===== config.mk =====
export PLATFORM = sky130hd
export DESIGN_NAME = hamming_decode_monitor
export DESIGN_NICKNAME = d
export VERILOG_FILES = /design/src/rtl/hamming_pkg.sv /design/src/rtl/hamming_corrector.sv /design/src/rtl/hamming_decode_monitor.sv
export SDC_FILE = /design/constraint.sdc
export NUM_CORES = 1
export LEC_CHECK = 0
export CAP_MARGIN = 20
export CORE_MARGIN = 2
export CORE_UTILIZATION = 39
export CTS_CLUSTER_SIZE = 14
export DETAILED_ROUTE_END_ITERATION = 10
export DONT_BUFFER_PORTS = 1
export GPL_ROUTABILITY_DRIVEN = 0
export HOLD_SLACK_MARGIN = 0.05
export SLEW_MARGIN = 10
export SYNTH_ARGS = -nofsm -noshare
export SYNTH_HDL_FRONTEND = slang
export SYNTH_SLANG_ARGS = --single-unit

===== constraint.sdc =====
create_clock -name clk -period 4.4 [get_ports clk]
set_input_delay 0 -clock clk [delete_from_list [all_inputs] [get_ports clk]]
set_output_delay 0 -clock clk [all_outputs]
set_load 0.01 [all_outputs]

===== src/rtl/hamming_pkg.sv =====
// Shared Hamming(7,4) definitions: codeword layout helpers and health states.
package hamming_pkg;

    localparam int CODE_W = 7;
    localparam int DATA_W = 4;

    typedef enum logic [1:0] {
        H_OK       = 2'd0,
        H_DEGRADED = 2'd1,
        H_ALARM    = 2'd2
    } health_e;

    // Bit i of the codeword is Hamming position i+1.
    function automatic logic [CODE_W-1:0] ham_encode(input logic [DATA_W-1:0] d);
        return {d[3], d[2], d[1], d[1] ^ d[2] ^ d[3], d[0],
                d[0] ^ d[2] ^ d[3], d[0] ^ d[1] ^ d[3]};
    endfunction

    function automatic logic [2:0] ham_syndrome(input logic [CODE_W-1:0] cw);
        return {cw[3] ^ cw[4] ^ cw[5] ^ cw[6],
                cw[1] ^ cw[2] ^ cw[5] ^ cw[6],
                cw[0] ^ cw[2] ^ cw[4] ^ cw[6]};
    endfunction

endpackage


===== src/rtl/hamming_corrector.sv =====
// Combinational single-error corrector; double errors miscorrect silently.
module hamming_corrector
    import hamming_pkg::*;
(
    input  logic [CODE_W-1:0] code_i,
    output logic [DATA_W-1:0] data_o,
    output logic [2:0]        syndrome_o,
    output logic              corrected_o
);

    logic [CODE_W-1:0] fixed;

    assign syndrome_o  = ham_syndrome(code_i);
    assign corrected_o = (syndrome_o != 3'd0);

    // A nonzero syndrome names the 1-based position of the flipped bit.
    always_comb begin
        fixed = code_i;
        if (syndrome_o != 3'd0)
            fixed[syndrome_o - 3'd1] = ~fixed[syndrome_o - 3'd1];
    end

    assign data_o = {fixed[6], fixed[5], fixed[4], fixed[2]};

endmodule


===== src/rtl/hamming_decode_monitor.sv =====
// Post-voter decode stage: one-word output buffer, corrected-word counter and health FSM.
module hamming_decode_monitor
    import hamming_pkg::*;
#(
    parameter int CNT_W        = 8,
    parameter int ALARM_THRESH = 4
) (
    input  logic             clk,
    input  logic             rst_n,
    input  logic             in_valid,
    output logic             in_ready,
    input  logic [6:0]       in_code,
    input  logic             in_vote_fault,
    output logic             out_valid,
    input  logic             out_ready,
    output logic [3:0]       out_data,
    output logic             out_corrected,
    output logic [CNT_W-1:0] corr_count,
    output logic [1:0]       health,
    output logic             alarm,
    input  logic             clear
);

    logic [DATA_W-1:0] dec_data;
    logic [2:0]        dec_syn;
    logic              dec_corr;
    logic              accept;

    logic              out_valid_q;
    logic [DATA_W-1:0] out_data_q;
    logic              out_corr_q;
    logic [CNT_W-1:0]  cnt_q, cnt_d;
    logic [3:0]        cons_q, cons_d;
    health_e           health_q, health_d;

    hamming_corrector u_corr (
        .code_i      (in_code),
        .data_o      (dec_data),
        .syndrome_o  (dec_syn),
        .corrected_o (dec_corr)
    );

    assign in_ready = !out_valid_q || out_ready;
    assign accept   = in_valid && in_ready;

    always_ff @(posedge clk or negedge rst_n) begin
        if (!rst_n) begin
            out_valid_q <= 1'b0;
            out_data_q  <= '0;
            out_corr_q  <= 1'b0;
        end else if (accept) begin
            out_valid_q <= 1'b1;
            out_data_q  <= dec_data;
            out_corr_q  <= dec_corr;
        end else if (out_ready) begin
            out_valid_q <= 1'b0;
        end
    end

    // clear dominates a coinciding accept for all bookkeeping state.
    always_comb begin
        cnt_d    = cnt_q;
        cons_d   = cons_q;
        health_d = health_q;
        if (clear) begin
            cnt_d    = '0;
            cons_d   = '0;
            health_d = H_OK;
        end else if (accept) begin
            if (dec_corr) begin
                if (cnt_q != {CNT_W{1'b1}}) cnt_d = cnt_q + CNT_W'(1);
                if (cons_q != 4'hF)         cons_d = cons_q + 4'd1;
            end else begin
                cons_d = '0;
            end
            case (health_q)
                H_OK:
                    if (dec_corr || in_vote_fault) health_d = H_DEGRADED;
                H_DEGRADED:
                    if (cons_d >= 4'(ALARM_THRESH))        health_d = H_ALARM;
                    else if (!dec_corr && !in_vote_fault) health_d = H_OK;
                H_ALARM:
                    health_d = H_ALARM;
                default:
                    health_d = H_OK;
            endcase
        end
    end

    always_ff @(posedge clk or negedge rst_n) begin
        if (!rst_n) begin
            cnt_q    <= '0;
            cons_q   <= '0;
            health_q <= H_OK;
        end else begin
            cnt_q    <= cnt_d;
            cons_q   <= cons_d;
            health_q <= health_d;
        end
    end

    assign out_valid     = out_valid_q;
    assign out_data      = out_data_q;
    assign out_corrected = out_corr_q;
    assign corr_count    = cnt_q;
    assign health        = health_q;
    assign alarm         = (health_q == H_ALARM);

endmodule


# Word-level counts from Yosys, hierarchy flattened

Cells that the tools add are included.
W data, S select, Z words.

Add/sub/neg operators: 3
Mux-type cells: 24
Bitwise gates (word level): 10
Equal/unequal tests: 6
Reductions and logical operators: 16
Order comparisons: 3

Operators with widths:

| operator              | number |
|---|---|
| $mux W8               | 4 |
| $mux W4               | 6 |
| $mux W2               | 5 |
| $xor A1 B1 Y1         | 9 |
| $add A8 B1 Y8 const B | 1 |
| $ne A4 B4 Y1 const B  | 2 |
| $ne A8 B8 Y1 const B  | 1 |
| $reduce_bool A2 Y1    | 4 |
| $bwmux W7             | 1 |
| $mux W7               | 1 |
| $pmux W2 S3           | 1 |
| $reduce_and A3 Y1     | 2 |
| $add A4 B1 Y4 const B | 1 |
| $ge A4 B3 Y1 const B  | 1 |
| $lt A3 B4 Y1 const B  | 1 |
| $mux W1               | 4 |
| $bmux W1 S3           | 1 |
| $demux W1 S3          | 1 |
| $ge A3 B1 Y1 const B  | 1 |
| $logic_and A1 B1 Y1   | 3 |
| $logic_not A1 Y1      | 3 |
| $ne A3 B3 Y1 const B  | 1 |
| $reduce_bool A3 Y1    | 1 |
| $sub A3 B1 Y3 const B | 1 |
| 5 further kinds       | 6 |

Input port bits: 13
Bits in registers: 20

# Logic depth before layout (Yosys ltp)

Depth after elaboration: 12
Depth in mapped cells: 10
Gate-level depth less buffers: 9

# Hierarchy

From an unflattened synthesis, not the netlist that was laid out.

Cell total of the unflattened synthesis: 136
Area total of the unflattened synthesis: 1248.7 µm²

Modules (own cells, without submodules):

| module                 | cells an instance | sequential area each (µm²) | instances | area each (µm²) |
|---|---|---|---|---|
| hamming_decode_monitor | 112               | 500.5                      | 1         | 1051.0 |
| hamming_corrector      | 24                | 0.0                        | 1         | 197.7 |

# Least setup slack after synthesis

Ideal clock, no wire load.

Path kind: in2reg
Start point: input in_code[2]
End point: register cnt_q[5] (netlist: corr_count[5])
Setup time: 0.125 ns
Data required time: 4.275 ns
Path slack: 2.425 ns
Buffers on the path: 0
Cell stages on the path: 8
Arrival time: 1.850 ns
Cells stage by stage: xor2_1 -> xnor2_1 -> ha_1 -> ha_1 -> ha_1 -> nand3b_1 -> nor4_1 -> mux2_2

Cells in the longest elaborated chain, start to end: 6
Elaborated cells between the ends (all ways): 9
Classes of those cells: 6 x bitwise; 3 x reduce/logical

Ends and longest elaborated chain:

| item                                           | line                                 | source |
|---|---|---|
| start, declared                                | hamming_decode_monitor.sv:12         | `input logic [6:0] in_code,` |
| $xor A1 B1 Y1 (on tied branches) (3 in series) | hamming_pkg.sv:22, hamming_pkg.sv:21 |  |
| $reduce_bool A3 Y1 (*)                         | hamming_corrector.sv:14              | `assign corrected_o = (syndrome_o != 3'd0);` |
| $reduce_bool A2 Y1 (no source line) (*)        | --                                   |  |
| $reduce_and A3 Y1 (no source line) (*)         | --                                   |  |
| end signal, assigned                           | hamming_decode_monitor.sv:96         | `cnt_q <= cnt_d;` |
| end, declared                                  | hamming_decode_monitor.sv:32         | `logic [CNT_W-1:0] cnt_q, cnt_d;` |

Every way passes the cells marked *; elsewhere a longest branch is shown, timed or not.
A chain may end at the register's enable or synchronous reset.

# Worst setup path in the final report

Start point: input in_code[6]
End point: register cnt_q[5] (netlist: corr_count[5])

Cells in the longest elaborated chain, start to end: 4
Elaborated cells between the ends (all ways): 6
Classes of those cells: 3 x bitwise; 3 x reduce/logical

Ends and longest elaborated chain:

| item                                    | line |
|---|---|
| $xor A1 B1 Y1 (on tied branches)        | hamming_pkg.sv:22, hamming_pkg.sv:20, hamming_pkg.sv:21 |
| $reduce_bool A3 Y1 (*)                  | hamming_corrector.sv:14 |
| $reduce_bool A2 Y1 (no source line) (*) | -- |
| $reduce_and A3 Y1 (no source line) (*)  | -- |

Marked as above.

==> qor.txt <==
Detailed Place HPWL = 1960 um
Status = completed
PwrDens = 306 mW/mm^2
Setup slack after layout = 1960 ps
Post-Synth Simple-Gate Area = 23.8%
Pre-CTS WS = 1970 ps
Avg WL per Cell = 14.6 um
Vias = 1047
CP Class = in2reg
Residual DRC = 0
Clock transition at path regs = 110 ps
Root Buffer = clkbuf_4
R2R Path Start = out_valid
Layout area overhead = 11.6%
Clock skew = 1.62 ps
Crit Path Max Fanout = 15
Synth Instances = 139
Largest net degree at the start of global routing = 21
Setup slack, reg-to-reg = 2500 ps
Fin area = 0.00140 sq mm
CP arrival = 2630 ps
Avg Vias per Cell = 5.54
Multiplexer share of the synthesized area = 2.60%
Final nets = 165
Fmax = 409 MHz
Top-area cell type share of the netlist area = 40.0%
I/O pin count = 31
Complex-gate fraction of the synthesized area = 16.1%
Post-synth EDFFs = 0
Post-CTS sizing = 0
Hold_sp = in_valid
Die height = 60.6 um
Finish-stage setup viols = 0
WP data required = 4590 ps
Ranking of synthesized cells by area = dfrtp_1, ha_1, xnor2_1
Max-cap viol count = 0
Antenna Violating Nets Remaining = 0
Dominant synthesized flop cell = dfrtp_1
Post-synthesis net count = 158
Crit path capture = corr_count[5]
Critical path launch point type = input pin
TritonRoute pass-1 iters = 4
Final hold vios = 0
Most common cell in the synthesized netlist = dfrtp_1
Overflow after GRT = 0
Syn. warnings = 0
Rows = 20
Synth Area in XOR/XNOR = 7.01%
Synth Register Bits = 20
Share of post-route cells with drive strength above 1 = 4.83%
CTS tree = built
CTS H-tree depth = 1
Slew Viols, Final = 0
P_leak = 0.571 nW
R2r worst-path depth = 4
Synth area leader = dfrtp_1
Area of the mapped netlist = 0.00125 sq mm
RSZ-0062 raised after global routing = false
GRT Util Overall = 16.6%
Ant. Diodes = 0
Final WL = 2770 um
Hold Crit Depth = 3
Global-route wire length before repair = 4570 um
Peak VDD IR = 103 uV
Critical path origin = in_code[6]
DRT iter0 DRCs = 53
Synth async-reset ratio = 100%
Worst Max-Slew Pin Slew = 912 ps
Die footprint = 0.00367 sq mm
Starting density of the core = 40.9%
Final Core Density = 45.7%
Post-DP Area = 0.00127 sq mm
Slew headroom = 39.0%
Commonest cells post-synth = dfrtp_1, nand2_1, a21oi_1
Critical path capture point type = flip-flop
Final min period = 2440 ps
Period utilization = 55.5%
Sequential element share of the synthesized area = 40.0%
CTS sink cnt = 20
Clock Path Buffers = 2
Port bufs = 0
Total CTS buffers = 3
Unique masters post-synth = 39
Reg2reg end = corr_count[5]
Synth Area per Inst = 8.99 sq um
Setup TNS = 0 ps
Initial antenna violation count = 0
Vias in the first global route = 995
Adder-Cell Fraction of Synth Area = 6.01%
Worst Hold Class = in2reg
Chip width = 60.6 um
Pwr Total = 0.000427 W
Core ar. = 0.00305 sq mm
Worst skew pair latency = 290 ps
Largest family of logic cells by synthesized area = simple AND/OR/NAND/NOR gates
per-stage QoR:
step	hold slack (ps)	cells
6_report	139	189
5_1_grt	169	189
4_1_cts	126	189
3_5_place_dp	-295	176
3_3_place_gp	-295	176
2_1_floorplan	-296	139
registers in the layout, indices dropped and copies added (netlist names):
name and cells:
corr_count 8, cons_q 4, out_data 4, health 2, out_corrected 1, out_valid 1
logic make-up (layout without fill, tap and decap cells):
logic type,count (synthesis),count (layout)
simple gates,56,56
compound gates,32,32
buf+inv,12,18
fa+ha+maj,6,6
flops,20,20
xor+xnor,10,10
mux,3,3
worst max-delay path, cell delays in order:
cell and delay (ps):
dlygate4sd3_1 570, ha_1 360, ha_1 240, ha_1 230
nand3b_1 460, nor4_1 400, mux2_2 370
layout make-up:
cell class,count,area [sq um]
clock buffers,4,36.3
flip-flops and latches,20,500
well taps,44,55.1
multi-input cells,107,694
fillers,321,1660
repair buffers,9,90.1
inverters,5,18.8
routing by layer:
| layer | track usage [%] | part of all wire [%] |
|---|---|---|
| met1 | 21.9 | 44 |
| met2 | 27.0 | 49 |
| met3 | 2.99 | 5.2 |
| met4 | 6.21 | 1.0 |
| met5 | 0 | 0 |
power breakdown:
part           total [W]  internal, W  leakage, nW  switching (W)
combinational   0.000101    0.0000450        0.286      0.0000558
sequential      0.000221     0.000199        0.264      0.0000217
clock           0.000105    0.0000504       0.0210      0.0000551
total           0.000427     0.000294        0.571       0.000133
cell usage in the layout, fill, tap and decap left out:
| master | netlist | final |
|---|---|---|
| a41o_1 | 1 | 1 |
| ha_1 | 6 | 6 |
| and3_1 | 1 | 1 |
| clkbuf_4 | 0 | 3 |
| inv_1 | 5 | 5 |
| nor2b_1 | 4 | 4 |
| nand2b_2 | 1 | 1 |
| o21ai_0 | 6 | 6 |
| xnor2_1 | 8 | 8 |
| o32ai_1 | 1 | 1 |
| or4_1 | 3 | 3 |
| nor4b_1 | 1 | 1 |
| a21o_1 | 1 | 1 |
| nor2_1 | 8 | 8 |
| xor2_1 | 2 | 2 |
| o211ai_1 | 1 | 1 |
| nor4_1 | 3 | 3 |
| mux2i_1 | 1 | 1 |
| or3b_1 | 1 | 1 |
| a211o_1 | 1 | 1 |
| nand2b_1 | 3 | 3 |
| and2_1 | 1 | 1 |
| mux2_2 | 2 | 2 |
| nor4bb_1 | 1 | 1 |
| nand3b_1 | 1 | 1 |
| nor3_1 | 3 | 3 |
| o311ai_0 | 1 | 1 |
| clkbuf_8 | 0 | 1 |
| nand3_1 | 6 | 6 |
| nand4_1 | 3 | 3 |
| a31oi_1 | 3 | 3 |
| a311oi_1 | 1 | 1 |
| a21oi_1 | 12 | 12 |
| nand2_1 | 15 | 15 |
| or3_1 | 1 | 1 |
| dlygate4sd3_1 | 0 | 9 |
| o41ai_1 | 2 | 2 |
| dfrtp_1 | 20 | 20 |
| o31ai_1 | 2 | 2 |
timing repair:
item,in CTS,in global routing
buffers inserted,0,0
endpoints found under the hold margin,39,0
hold buffers,9,0
worst min path at each step:
| stage | slack, ps | end |
|---|---|---|
| after detailed placement | -290 | health[0] |
| after global routing | 170 | cons_q[0] |
| after CTS | 130 | cons_q[0] |
| final | 140 | cons_q[0] |
| after global placement | -300 | out_valid |
| after floorplan | -300 | cons_q[0] |
Note: power is estimated with default switching activity, not from simulation.
